--- src/rtl/flux_pkg.sv ---
// Shared types, constants and helpers for the flux acquisition sequencer.
// Build option MFM_CRC_EN enables the running CRC in flux_acq_sequencer.
package flux_pkg;

   typedef enum logic [2:0] {
      IDLE,
      WAIT_INDEX,
      HUNT,
      CAPTURE,
      DONE
   } seq_state_e;

   localparam logic [15:0] MFM_SYNC_A1    = 16'h4489;
   localparam logic [7:0]  MFM_SYNC_BYTE  = 8'hA1;
   localparam logic [15:0] CRC_CCITT_POLY = 16'h1021;
   localparam logic [15:0] CRC_INIT       = 16'hFFFF;

   // One byte of CRC-16/CCITT, MSB first.
   function automatic logic [15:0] crc_ccitt_byte(input logic [15:0] crc, input logic [7:0] b);
      logic [15:0] c;
      c = crc;
      for (int i = 7; i >= 0; i--) begin
         if (c[15] ^ b[i]) c = {c[14:0], 1'b0} ^ CRC_CCITT_POLY;
         else              c = {c[14:0], 1'b0};
      end
      return c;
   endfunction

   // Data cells sit on even raw positions; clock cells on odd ones are dropped.
   function automatic logic [7:0] mfm_data_bits(input logic [15:0] raw);
      logic [7:0] d;
      for (int i = 0; i < 8; i++) d[i] = raw[2*i];
      return d;
   endfunction

endpackage

--- src/rtl/mfm_cell_framer.sv ---
// Turns separator SHAPED_DATA/DWIN into MFM bit-cells: each DWIN transition
// closes a cell whose bit is 1 if any pulse was seen during it.
module mfm_cell_framer (
   input  logic        u2b_clk,
   input  logic        u2a_nPreset,
   input  logic        shaped_data,
   input  logic        dwin,
   output logic        cell_valid,
   output logic        cell_bit,
   output logic [15:0] raw
);

   logic dwin_q;
   logic pulse_latch;

   assign cell_valid = dwin ^ dwin_q;
   // A pulse on the closing cycle belongs to the cell being closed.
   assign cell_bit   = pulse_latch | shaped_data;

   always_ff @(posedge u2b_clk or negedge u2a_nPreset) begin
      if (!u2a_nPreset) begin
         dwin_q      <= 1'b0;
         pulse_latch <= 1'b0;
         raw         <= '0;
      end else begin
         dwin_q <= dwin;
         if (cell_valid) begin
            raw         <= {raw[14:0], cell_bit};
            pulse_latch <= 1'b0;
         end else if (shaped_data) begin
            pulse_latch <= 1'b1;
         end
      end
   end

endmodule

--- src/rtl/flux_acq_sequencer.sv ---
// MFM capture sequencer: sync hunt, byte deserialisation and FIFO writes.
// Define MFM_CRC_EN to generate the running CRC-16/CCITT on crc_value.
module flux_acq_sequencer
   import flux_pkg::*;
#(
   parameter logic [15:0] SYNC_WORD = MFM_SYNC_A1,
   parameter logic [7:0]  SYNC_BYTE = MFM_SYNC_BYTE,
   parameter int          COUNT_W   = 16
) (
   input  logic               u2b_clk,
   input  logic               u2a_nPreset,
   input  logic               start,
   input  logic               abort,
   input  logic               wait_index,
   input  logic               index,
   input  logic [COUNT_W-1:0] byte_limit,
   input  logic               shaped_data,
   input  logic               dwin,
   input  logic               fifo_full,
   output logic               fifo_wr,
   output logic [7:0]         fifo_data,
   output logic               busy,
   output logic               done,
   output logic               sync_found,
   output logic               overflow,
   output logic [15:0]        crc_value
);

   seq_state_e         state, state_nxt;
   logic               cell_valid, cell_bit;
   logic [15:0]        raw, raw_upd;
   logic               index_q, idx_edge, limit_zero;
   logic [3:0]         cell_cnt;
   logic [COUNT_W-1:0] byte_cnt, cnt_inc;
   logic [7:0]         byte_q;
   logic               wr_pend;
   logic               sync_hit, sync_enter, byte_done, idx_stop;
   logic               wr_cycle, limit_hit, arm;

   mfm_cell_framer u_framer (
      .u2b_clk     (u2b_clk),
      .u2a_nPreset (u2a_nPreset),
      .shaped_data (shaped_data),
      .dwin        (dwin),
      .cell_valid  (cell_valid),
      .cell_bit    (cell_bit),
      .raw         (raw)
   );

   assign raw_upd    = {raw[14:0], cell_bit};
   assign idx_edge   = index & ~index_q;
   assign limit_zero = (byte_limit == '0);

   // The decoded comparison also rejects an inconsistent SYNC_WORD/SYNC_BYTE pair.
   assign sync_hit  = (state == HUNT) && cell_valid && (raw_upd == SYNC_WORD) &&
                      (mfm_data_bits(raw_upd) == SYNC_BYTE);
   assign byte_done = (state == CAPTURE) && cell_valid && (cell_cnt == 4'd15);
   assign idx_stop  = (state == CAPTURE) && limit_zero && idx_edge;

   // The write cycle counts the byte even when the FIFO is full; abort and
   // an index stop discard it entirely.
   assign wr_cycle  = wr_pend && !abort && !idx_stop;
   assign fifo_wr   = wr_cycle && !fifo_full;
   assign cnt_inc   = (byte_cnt == '1) ? byte_cnt : byte_cnt + 1'b1;
   assign limit_hit = wr_cycle && !limit_zero && (cnt_inc == byte_limit);

   assign arm        = ((state == IDLE) || (state == DONE)) && start && !abort;
   assign sync_enter = (state == HUNT) && (state_nxt == CAPTURE);

   assign busy = (state == WAIT_INDEX) || (state == HUNT) || (state == CAPTURE);
   assign done = (state == DONE);

   always_comb begin
      state_nxt = state;
      if (abort) begin
         state_nxt = IDLE;
      end else begin
         case (state)
            IDLE, DONE: if (start) state_nxt = wait_index ? WAIT_INDEX : HUNT;
            WAIT_INDEX: if (idx_edge) state_nxt = HUNT;
            HUNT: begin
               if (limit_zero && idx_edge) state_nxt = DONE;
               else if (sync_hit)          state_nxt = CAPTURE;
            end
            CAPTURE:    if (idx_stop || limit_hit) state_nxt = DONE;
            default:    state_nxt = IDLE;
         endcase
      end
   end

   always_ff @(posedge u2b_clk or negedge u2a_nPreset) begin
      if (!u2a_nPreset) begin
         state <= IDLE;
      end else begin
         state <= state_nxt;
      end
   end

   always_ff @(posedge u2b_clk or negedge u2a_nPreset) begin
      if (!u2a_nPreset) begin
         index_q    <= 1'b0;
         cell_cnt   <= '0;
         byte_cnt   <= '0;
         byte_q     <= '0;
         wr_pend    <= 1'b0;
         sync_found <= 1'b0;
         overflow   <= 1'b0;
      end else begin
         index_q <= index;
         wr_pend <= byte_done && (state_nxt == CAPTURE);
         if (byte_done) byte_q <= mfm_data_bits(raw_upd);

         if (sync_enter)                          cell_cnt <= '0;
         else if ((state == CAPTURE) && cell_valid) cell_cnt <= cell_cnt + 1'b1;

         if (arm) begin
            sync_found <= 1'b0;
            overflow   <= 1'b0;
            byte_cnt   <= '0;
         end else begin
            if (sync_enter) sync_found <= 1'b1;
            if (wr_cycle) begin
               byte_cnt <= cnt_inc;
               if (fifo_full) overflow <= 1'b1;
            end
         end
      end
   end

   assign fifo_data = byte_q;

`ifdef MFM_CRC_EN
   logic [15:0] crc_q;

   always_ff @(posedge u2b_clk or negedge u2a_nPreset) begin
      if (!u2a_nPreset) begin
         crc_q <= '0;
      end else if (sync_enter) begin
         crc_q <= crc_ccitt_byte(CRC_INIT, SYNC_BYTE);
      end else if (wr_cycle) begin
         crc_q <= crc_ccitt_byte(crc_q, byte_q);
      end
   end

   assign crc_value = crc_q;
`else
   assign crc_value = '0;
`endif

endmodule

--- config.mk ---
export PLATFORM = sky130hd
export DESIGN_NAME = flux_acq_sequencer
export DESIGN_NICKNAME = d
export VERILOG_FILES = /design/src/rtl/flux_pkg.sv /design/src/rtl/mfm_cell_framer.sv /design/src/rtl/flux_acq_sequencer.sv
export SDC_FILE = /design/constraint.sdc
export NUM_CORES = 1
export LEC_CHECK = 0
export ABC_AREA = 1
export CAP_MARGIN = 20
export CORE_MARGIN = 10
export CORE_UTILIZATION = 25
export DETAILED_ROUTE_END_ITERATION = 7
export PLACE_DENSITY = 0.5
export SETUP_SLACK_MARGIN = 0.15
export SYNTH_ARGS = -nofsm -noshare
export SYNTH_HDL_FRONTEND = slang
export SYNTH_SLANG_ARGS = --single-unit
--- constraint.sdc ---
create_clock -name u2b_clk -period 2.85 [get_ports u2b_clk]
set_clock_uncertainty 0.05 [all_clocks]
set_input_delay 0.57 -clock u2b_clk [delete_from_list [all_inputs] [get_ports u2b_clk]]
set_output_delay 0.57 -clock u2b_clk [all_outputs]
set_load 0.05 [all_outputs]
* Word level (Yosys, flattened, before mapping)
Cells that the tools add are included.
** Word-level totals
- Output and inout port bits :: 29
- Flip-flop bits (word level) :: 52
** Operators by class
- Add/sub/neg operators :: 2
- Reduce and logical (&&, ||, !) cells :: 34
- Bitwise logic cells :: 4
- Equality and inequality tests :: 10
- Muxes and demuxes :: 20
** Operator list (number)
- two-way mux 16 bit :: 3
- two-way mux 3 bit :: 6
- logical AND 1 bit :: 17
- adder 16 x 1 -> 16 bit, second input constant :: 1
- equality test 16 x 15 -> 1 bit, second input constant :: 1
- equality test 16 bit :: 1
- equality test 16 bit, second input constant :: 1
- logical NOT 16 bit :: 1
- case mux 3 bit (4 select lines) :: 1
- nonzero test 2 bit :: 5
- equality test 3 x 2 -> 1 bit, second input constant :: 3
- equality test 8 bit, second input constant :: 1
- two-way mux 4 bit :: 2
- two-way mux 1 bit :: 7
- adder 4 x 1 -> 4 bit, second input constant :: 1
- equality test 4 bit, second input constant :: 1
- logical NOT 1 bit :: 4
- logical OR 1 bit :: 4
- equality test 3 x 1 -> 1 bit, second input constant :: 1
- equality test 3 bit, second input constant :: 1
- logical NOT 3 bit :: 1
- two-way mux 2 bit :: 1
- AND reduction 2 bit :: 1
- OR reduction 2 bit :: 1
- other kinds (4) :: 4

* Longest topological paths before layout
- Depth after elaboration :: 15
- Depth in mapped cells :: 19
- Depth with buffers taken out :: 19

* By module
Synthesis repeated with hierarchy kept, for this count alone.
** Unflattened totals
- Cells, all modules :: 453
- Area, all modules :: 3289.4 um^2
** Modules (own cells, without submodules)
- flux_acq_sequencer :: area an instance 2536.2 um^2, cells each 371, seq. area each 875.8 um^2, times used 1
- mfm_cell_framer :: area an instance 753.2 um^2, cells each 82, seq. area each 450.4 um^2, times used 1

* Least setup slack after synthesis
No wires, ideal clock.
- Path kind :: input-to-output
- Start point :: input byte_limit[2]
- End point :: output fifo_wr
- Stages :: 10
- Data required time :: 2.230 ns
- Arrival time :: 1.765 ns
- Path slack :: 0.465 ns
- Cells stage by stage :: inv_1 nand4_1 nor2_1 nand2_1 nor2_1 inv_1 nor2_1 inv_1 nand2_1 nor2_1
** On the way
- Cells in the longest elaborated chain, start to end :: 6
** RTL lines
- start: declaration :: RTL line flux_acq_sequencer.sv:16 : input logic [COUNT_W-1:0] byte_limit,
- logical NOT 16 bit :: RTL line flux_acq_sequencer.sv:52 : assign limit_zero = (byte_limit == '0);
- logical AND 1 bit (2 in series) :: RTL line flux_acq_sequencer.sv:58 : assign idx_stop = (state == CAPTURE) && limit_zero && idx_edge;
- logical NOT 1 bit :: RTL line flux_acq_sequencer.sv:62 : assign wr_cycle = wr_pend && !abort && !idx_stop;
- logical AND 1 bit :: RTL line flux_acq_sequencer.sv:62
- logical AND 1 bit :: RTL line flux_acq_sequencer.sv:63 : assign fifo_wr = wr_cycle && !fifo_full;
- end: declaration :: RTL line flux_acq_sequencer.sv:20 : output logic fifo_wr,
No other way between the ends.

* Worst setup path in the final report
- Start point :: register byte_cnt[1]
- End point :: register cell_cnt[0]
** On the way
- Cells in the longest elaborated chain, start to end :: 11
- Elaborated cells on any way between the ends :: 13
** RTL lines
- start: declaration :: RTL line flux_acq_sequencer.sv:34 : logic [COUNT_W-1:0] byte_cnt, cnt_inc;
- start signal: assignment :: RTL line flux_acq_sequencer.sv:123 : byte_cnt <= cnt_inc;
- adder 16 x 1 -> 16 bit / equality test 16 bit (equally long branches) :: RTL line flux_acq_sequencer.sv:64 : assign cnt_inc = (byte_cnt == '1) ? byte_cnt : byte_cnt + 1'b1;
- two-way mux 16 bit (*) :: RTL line flux_acq_sequencer.sv:64
- equality test 16 bit (*) :: RTL line flux_acq_sequencer.sv:65 : assign limit_hit = wr_cycle && !limit_zero && (cnt_inc == byte_limit);
- logical AND 1 bit (*) :: RTL line flux_acq_sequencer.sv:65
- logical OR 1 bit (*) :: RTL line flux_acq_sequencer.sv:85 : CAPTURE: if (idx_stop || limit_hit) state_nxt = DONE;
- two-way mux 3 bit (*) :: RTL line flux_acq_sequencer.sv:85
- case mux 3 bit (4 select lines) (*) :: RTL line flux_acq_sequencer.sv:78 : case (state)
- two-way mux 3 bit (*) :: RTL line flux_acq_sequencer.sv:75 : if (abort) begin
- equality test 3 x 2 -> 1 bit (*) :: RTL line flux_acq_sequencer.sv:68 : assign sync_enter = (state == HUNT) && (state_nxt == CAPTURE);
- logical AND 1 bit (*) :: RTL line flux_acq_sequencer.sv:68
- two-way mux 4 bit / nonzero test 2 bit (equally long branches)
- end signal: assignment :: RTL line flux_acq_sequencer.sv:114 : else if ((state == CAPTURE) && cell_valid) cell_cnt <= cell_cnt + 1'b1;
- end: declaration :: RTL line flux_acq_sequencer.sv:33 : logic [3:0] cell_cnt;
Every way passes the cells marked *; elsewhere a longest branch is shown, timed or not.
A chain may end at the register's enable or synchronous reset.

==> flow_metrics.env <==
export IMPL_crit_required_ps=3030
export IMPL_path_cells="ha_4, nand3_1, nor2_1, nand3_1, nand3_1, nand2_1, nand2_1, nand3_1, nor3_1, nand2_1, nand3_2, nand2_2, nand4_2, inv_2, nor2_2"
export IMPL_die_w_microns=133
export IMPL_synth_seq_cells=52
export IMPL_synth_edf_count=0
export IMPL_finalSetupTns_ps=0
export IMPL_wirelength_microns=8910
export IMPL_cts_hold_fix_buffers=0
export IMPL_ctsHtreeMaxLevel=2
export IMPL_yosysWarnings=0
export IMPL_syn_area_sq_um=3220
export IMPL_yosysTopAreaCell="dfrtp_1"
export IMPL_reg2reg_to="cell_cnt[0]"
export IMPL_final_nets=530
export IMPL_final_max_slew_viol_count=0
export IMPL_wl_per_cell_microns=13.2
export IMPL_firstDrtPassIters=4
export IMPL_gp_congestion=0.866
export IMPL_seqPwrFrac_pct=47.7
export IMPL_synth_cells=450
export IMPL_clockBufferDepth=2
export IMPL_period_share_pct=88.3
export IMPL_floorplan_initialDensity_pct=25.5
export IMPL_path_buf_inv=1
export IMPL_ys_flop_type="dfrtp_1"
export IMPL_row_count=41
export IMPL_critPathMaxStageDelay_ps=400
export IMPL_worstSetupStartpoint="byte_cnt[1]"
export IMPL_core_area_sq_um=12600
export IMPL_grt_pass1_wl_microns=14400
export IMPL_p_clk_share_pct=34.9
export IMPL_worstSetupStartpointType="flop"
export IMPL_internal_power_w=0.00125
export IMPL_avgSynthCellArea_sq_um=7.15
export IMPL_pin_count=54
export IMPL_r2r_start="byte_cnt[1]"
export IMPL_worst_setup_path_end_kind="flop"
export IMPL_synth_top_cell_area_share_pct=40.5
export IMPL_cp_max_fo=5
export IMPL_combPwrFrac_pct=17.5
export IMPL_peakVddDrop_mv=0.233
export IMPL_rr_worst_depth=15
export IMPL_detail_route_antenna_nets=0
export IMPL_viasPerCell=4.32
export IMPL_pre_cts_slack_ps=67.5
export IMPL_worst_slew_pin_slew_ps=713
export IMPL_track_usage_pct=9.98
export IMPL_r2r_setup_slack_ps=330
export IMPL_io_buffers=37
export IMPL_path_common_cell="nand3_1"
export IMPL_ys_seq_area_share_pct=40.5
export IMPL_async_reset_ff_share_pct=100
export IMPL_grt_max_degree=53
export IMPL_grt_pass1_vias=2884
export IMPL_finalCriticalPeriod_ps=2520
export IMPL_critical_path_class="reg -> reg"
export IMPL_drc=0
export IMPL_postLayoutSetupSlackWorst_ps=333
export IMPL_ctsRootBufferMaster="clkbuf_16"
export IMPL_crit_path_top_delay_cell="dfrtp_1"
export IMPL_finalSetupViolations=0
export IMPL_clk_latency_ps=300
export IMPL_dp_hpwl_microns=6790
export IMPL_register_area_sq_um=1310
export IMPL_synth_distinct_cells=35
export IMPL_die_height_microns=133
export IMPL_cts_buffers_inserted=5
export IMPL_cts_sinks=52
export IMPL_multi_input_area_sq_um=1550
export IMPL_clkTransAtPathRegs_ps=80
export IMPL_syn_to_final_growth_pct=26.8
export IMPL_rsz0062_at_grt="no"
export IMPL_cts_tree="built"
export IMPL_layout_commonest_cell="nand2_1"
export IMPL_grt_overflow=0
export IMPL_yosys_top_cells_area="dfrtp_1 40%, nand2_1 13%, inv_1 9.0%"
export IMPL_drv_cap=0
export IMPL_final_hold_violation_count=0
export IMPL_layout_common_cells="112 x nand2_1, 65 x inv_1, 49 x dfrtp_1"
export IMPL_cp_top_family="simple AND/OR/NAND/NOR gates"
export IMPL_die_area_sq_um=17800
export IMPL_arrival_ps=2700
export IMPL_switching_share_pct=31.0
export IMPL_timing_fmax_ghz=0.397
export IMPL_antenna_found_initial=0
export IMPL_power_density_nw_per_um2=443
export IMPL_p_leak_nw=2.06
export IMPL_vias=2918
export IMPL_status="finished, final reports clean"
export IMPL_power_switching_w=0.000561
export IMPL_antenna_cells=0
export IMPL_drtIter0Drc=167
export IMPL_min_path_type="in -> async"
export IMPL_drive_gt1_share_pct=15.1
export IMPL_fillers=1383
export IMPL_slew_headroom_pct=52.4
-- sequential cells by signal, summed over array words and instances, names as in the netlist --
| name | count |
|---|---|
| u_framer.dwin_q | 1 |
| fifo_data | 8 |
| overflow | 1 |
| wr_pend | 1 |
| sync_found | 1 |
| index_q | 1 |
| u_framer.pulse_latch | 1 |
| u_framer.raw | 15 |
| state | 3 |
| byte_cnt | 16 |
| cell_cnt | 4 |
-- power by group through the flow --
stage                     sequential, W  combinational (W)  clock (W)
after global placement         0.000874           0.000312          0
after global routing           0.000872           0.000360   0.000675
after floorplan                0.000864           0.000227          0
after detailed placement       0.000875           0.000319          0
final                          0.000861           0.000316   0.000630
after CTS                      0.000861           0.000321   0.000643
-- synthesized netlist by cell type (all sizes together) (2+ instances only) --
master / count
nand2: 118
inv: 80
dfrtp: 52
nor2: 52
nand3: 35
o21ai: 30
buf: 19
o22ai: 16
nand4: 11
nor3: 8
xor2: 6
a21oi: 5
clkbuf: 5
ha: 2
nor4: 2
xnor2: 2
-- worst max path at each step --
stage               slack (ps)  depth (start not counted)           to
floorplan                  470                         10      fifo_wr
finish                     330                         15  cell_cnt[0]
detailed placement          70                         12      fifo_wr
CTS                        100                         12      fifo_wr
global placement            70                         12      fifo_wr
global route               160                         15  cell_cnt[0]
-- per-layer routing --
metal	share of wire, %	vias up	track usage, %
met5	0	-	0
met1	47	1347	12.5
li1	-	1500	-
met4	1.1	0	2.66
met3	5.2	8	2.86
met2	47	63	16.4
-- layout make-up --
cell class	count	share of cell area (%)
sequential	52	32.0
timing repair buffer	55	13.8
tap	172	5.28
clock buffer	5	3.07
clock inverter	3	0.521
inverter	80	7.42
multi-input combinational	309	37.9
-- worst register-to-register path: stages (launching register included) --
cell and delay (ps):
dfrtp_1 400, ha_4 190, nand3_1 120, nor2_1 260
nand3_1 190, nand3_1 150, nand2_1 60, nand2_1 60
nand3_1 120, nor3_1 250, nand2_1 140, nand3_2 120
nand2_2 70, nand4_2 130, inv_2 70, nor2_2 80
-- timing repair --
action / 4_1_cts / 5_1_grt
endpoints found under the setup margin: 6 / 7
pin swaps: 0 / 7
resized for setup: 2 / 40
setup buffers: 0 / 4
-- logic make-up after synthesis --
| kind of cell | share of synthesized area, % |
|---|---|
| fa+ha+maj | 0.778 |
| compound gates | 9.30 |
| simple gates | 32.1 |
| flops | 40.5 |
| mux | 0.661 |
| other cells | 0.117 |
| xor+xnor | 2.18 |
| buf+inv | 14.4 |
-- metrics by stage --
stage	power (W)	util, %	cells	area [sq um]	hold WS [ps]
CTS	0.00183	31.5	672	3970	387
finish	0.00181	32.3	676	4080	342
global route	0.00191	32.3	676	4080	422
floorplan	0.00109	-	465	3270	224
global placement	0.00119	30.3	664	3820	416
detailed placement	0.00119	30.3	664	3820	423
No activity file was read; power rests on OpenSTA's default activity.
==> variant 1, RTL diff (config.mk and constraints unchanged) <==
Add a define of `MFM_CRC_EN`.
--- a/src/rtl/flux_acq_sequencer.sv
+++ b/src/rtl/flux_acq_sequencer.sv
@@ -2,2 +2,4 @@
 // Define MFM_CRC_EN to generate the running CRC-16/CCITT on crc_value.
+`define MFM_CRC_EN
+
 module flux_acq_sequencer
Formal check against the unedited RTL: same outputs for any inputs over 10 cycles, from zero or initial values and one cycle with u2a_nPreset low; that may be too few to reach the edited logic, so the function may still have changed.
==> variant 1 against the original RTL <==
Clock power up 81%; routed wire length increased by 30%; core utilization up 2.0 points; final area up 33%; sequential cell count grew 16; hold slack worse by 0.13 ns; total power is 79% higher; critical path depth rose by 6; largest power group unchanged; cell count rose by 21%; setup slack got worse by 0.045 ns; area after synthesis up 25%.
==> variant 1: results (changes against the original RTL) <==
- Status: finished, final reports clean
- Peak VDD IR: 0.402 mV (+72%)
- DR WL/cell: 14.2 um (+7.7%)
- H-tree depth: 3 (+1)
- Leakage: 2.62 nW (+27%)
- Largest net degree at the start of global routing: 69 (+30%)
- Placed cells: 796 (+20%)
- Global Route met2 Usage: 0.191 (+0.0274)
- DP Area: 4960 um2 (+30%)
- Distinct cell type count of the synthesized netlist: 36 (+2.9%)
- Clock transition at the registers of the reported paths: 0.06 ns (-0.02 ns)
- Commonest cells post-synth: nand2_1 (132), dfrtp_1 (68), inv_1 (61)
- Worst hold slack: 0.214 ns (-0.128 ns)
- Number of global-route vias before repair: 3754 (+30%)
- Vias per cell: 4.38 (+1.4%)
- Pre-CTS setup slack: -0.0124 ns (-0.0800 ns)
- Routed wire length: 11600 um (+30%)
- Met1 usage: 0.125 (about the same)
- Post-synthesis sequential area ratio: 0.422 (+0.0177)
- Fraction of layout cells with a size suffix above 1: 0.178 (+0.0269)
- Worst-Margin Slew: 0.554 ns (-0.159 ns)
- Worst reg-to-reg setup slack: 0.29 ns (-0.05 ns)
- Nets@finish: 624 (+18%)
- GRT Util Overall: 0.109 (+0.00944)
- Cts bufs inserted: 9 (+4)
- Synth Instances: 519 (+15%)
- Worst-skew pair later-pin latency: 0.34 ns (+0.04 ns)
[variant 1: repair_timing]
action | CTS | global route
resized for setup | 4 | 52
setup endpoints to repair | 16 | 25
buffers inserted | 0 | 6
pin swaps | 0 | 22
endpoints found under the hold margin | 0 | 0
hold buffers | 0 | 0
[variant 1: power breakdown]
part | switching, mW | leakage [nW] | total (mW) | internal [mW]
logic | 0.555 | 1.60 | 0.900 | 0.345
registers | 0.104 | 0.874 | 1.19 | 1.09
clock network | 0.419 | 0.142 | 1.14 | 0.726
total | 1.08 | 2.62 | 3.24 | 2.16
[variant 1: cells by family (layout without fill, tap and decap cells)]
group | count (synthesis) | in the layout | synth area share
xor+xnor | 34 | 34 | 0.0776
buf+inv | 78 | 161 | 0.0835
simple gates | 269 | 269 | 0.320
fa+ha+maj | 2 | 2 | 0.00621
compound gates | 65 | 65 | 0.0826
flops | 68 | 68 | 0.422
mux | 3 | 3 | 0.00776
[variant 1: layer usage]
metal,share of wire,up-vias,wire length (um)
met2,0.50,74,5850
met5,0,-,0
met3,0.044,11,507
li1,-,1820,-
met1,0.44,1677,5080
met4,0.015,0,173
[variant 1: critical path: stages, from the launching register on]
cell and delay (ns):
dfrtp_1 0.39, ha_2 0.21, nand2_2 0.06, nor2_4 0.15
nand2_4 0.11, buf_4 0.15, nand2_1 0.05, nand2_1 0.06
nand2_1 0.08, inv_1 0.05, nand2_1 0.05, nand2_1 0.04
nor2_1 0.09, nand2_1 0.09, nor2_4 0.12, nand3_2 0.12
nand3_4 0.10, nand2_4 0.07, nand4_4 0.14, inv_4 0.06
buf_12 0.14, nor2_1 0.10
[variant 1: layout make-up]
type / count / area [um2]
Multi-Input combinational cell: 373 / 2070
Fill cell: 1660 / 10400
Tap cell: 216 / 270
Timing Repair Buffer: 80 / 835
Inverter: 65 / 251
Sequential cell: 68 / 1700
Clock inverter: 3 / 45.0
Clock buffer: 13 / 260
[variant 1: how the worst max path moves through the flow]
| stage | startpoint | end | slack [ns] | depth (start not counted) |
|---|---|---|---|---|
| final | byte_cnt[1] | cell_cnt[3] | 0.29 | 21 |
| after global routing | byte_cnt[1] | cell_cnt[3] | 0.09 | 21 |
| after CTS | byte_limit[9] | fifo_wr | 0.1 | 11 |
| after detailed placement | byte_limit[9] | byte_cnt[5] | -0.01 | 12 |
| after global placement | byte_limit[7] | fifo_wr | 0.001 | 11 |
| after floorplan | byte_limit[6] | fifo_wr | 0.40 | 9 |
[variant 1: metrics by stage]
| step | TNS, ns | util |
|---|---|---|
| finish | 0 | 0.344 |
| global route | 0 | 0.344 |
| CTS | 0 | 0.333 |
| detailed placement | -0.0219 | 0.313 |
| global placement | 0 | 0.313 |
| floorplan | 0 | - |
==> variant 2, RTL diff (config.mk and constraints unchanged) <==
Made on the original files. Encoding of `seq_state_e`: now Gray code (3 bits for 5 states).
--- a/src/rtl/flux_pkg.sv
+++ b/src/rtl/flux_pkg.sv
@@ -5,7 +5,7 @@
    typedef enum logic [2:0] {
-      IDLE,
-      WAIT_INDEX,
-      HUNT,
-      CAPTURE,
-      DONE
+      IDLE       = 3'b000,
+      WAIT_INDEX = 3'b001,
+      HUNT       = 3'b011,
+      CAPTURE    = 3'b010,
+      DONE       = 3'b110
    } seq_state_e;
Behaviour: same outputs for any inputs over 10 cycles, from zero or initial values and one cycle with u2a_nPreset low; not proved beyond that.
==> variant 2 against the original RTL <==
Final area decreased by 4.9%; global-route usage shrank 0.12 points; setup slack got worse by 0.078 ns; routed wire length shrank 5.4%; sequential cell count did not move; critical path depth shrank 5; area after synthesis fell by 2.3%; highest routed layer unchanged.
Power is not compared: it rests on default switching activity, and its combinational part moved more than twofold at a synthesized area within 25%.
==> variant 2: results (changes against the original RTL) <==
- Slew HR: 0.529 (+0.00428)
- Worst stage delay on the critical path: 0.44 ns (+0.04 ns)
- R2R depth: 14 (-1)
- Finished Layout Cells: 645 (-4.6%)
- Fillers: 1323 (-4.3%)
- Placed cells: 635 (-4.4%)
- Setup Buffers After CTS: 0 (unchanged)
- Worst setup path startpoint: byte_limit[9]
- Sequential share of cell area: 0.335 (+0.0155)
- Crit Path Max Fanout: 2 (-3)
- Status: finished, final reports clean
- Via count: 2755 (-5.6%)
- Signal buf overhead: 0.120 (-0.0184)
- Seq cells: 52 (unchanged)
- Post-synthesis sequential area ratio: 0.414 (+0.00967)
- Synth Area in Adders: 0.00796 (+0.000186)
- Nonclk buf count: 48 (-13%)
- GRT Util Overall: 0.0986 (-0.00124)
- CP top delay family: buffers and inverters
- Nets@finish: 503 (-5.1%)
- Multi-input gates: 301 (-2.6%)
- RR Endpoint: sync_found
- Post-Synthesis Mean Instance Area: 7.31 um2 (+2.2%)
- Critical-path top delay cell: clkdlybuf4s50_1
- Critical Path End: fifo_wr
- Worst reg-to-reg setup slack: 0.50 ns (+0.17 ns)
- Number of global-route vias before repair: 2854 (-1.0%)
- Fraction of layout cells with a size suffix above 1: 0.0964 (-0.0544)
- Worst r2r src: byte_cnt[0]
- Routed wire length: 8420 um (-5.4%)
- First-pass GRT wire length: 14200 um (-1.5%)
- Commonest cells post-synth: nand2_1 (109), inv_1 (64), dfrtp_1 (52)
- P_clk: approximately 0.65 mW
- Initial DRC Count: 199 (+19%)
- Distinct cell type count of the synthesized netlist: 33 (-5.7%)
- Clk cell area share: 0.0387 (+0.00282)
- Post-cts sizing count: 1 (-1)
- Post-Synth XOR/XNOR Area: 0.0335 (+0.0117)
- Crit path arrival time: 1.97 ns (-0.73 ns)
- HPWL after detailed placement: 6440 um (-5.1%)
- Area of the multi-input gates: 1500 um2 (-3.3%)
- Mux share of post-synthesis cell area: 0 (-0.00661)
-- variant 2: changes by cell type after synthesis, moves of 3 or more --
cell,delta
nor2_2,-4
nand4_1,+3
o21ai_0,+3
nand3_1,-3
o22ai_1,-9
nand2_1,-4
xor2_1,+6
a31oi_1,+4
inv_1,-13
a21oi_1,+6
nor3_1,-7
-- variant 2: through the flow --
stage	cell area [um2]	utilization	hold slack, ns	power, mW	setup WS [ns]
final	3880	0.319	0.338	2.23	0.255
after detailed placement	3700	0.304	0.417	1.60	0.131
after global routing	3880	0.319	0.400	2.38	0.136
after floorplan	3200	-	0.224	1.40	0.529
after CTS	3850	0.317	0.374	2.27	0.195
after global placement	3700	0.304	0.412	1.59	0.142
-- variant 2: metal layers --
layer,wire [um],global-route usage
met1,3950,0.123
met4,127,0.0346
met5,0,0
met2,3840,0.157
met3,509,0.0293
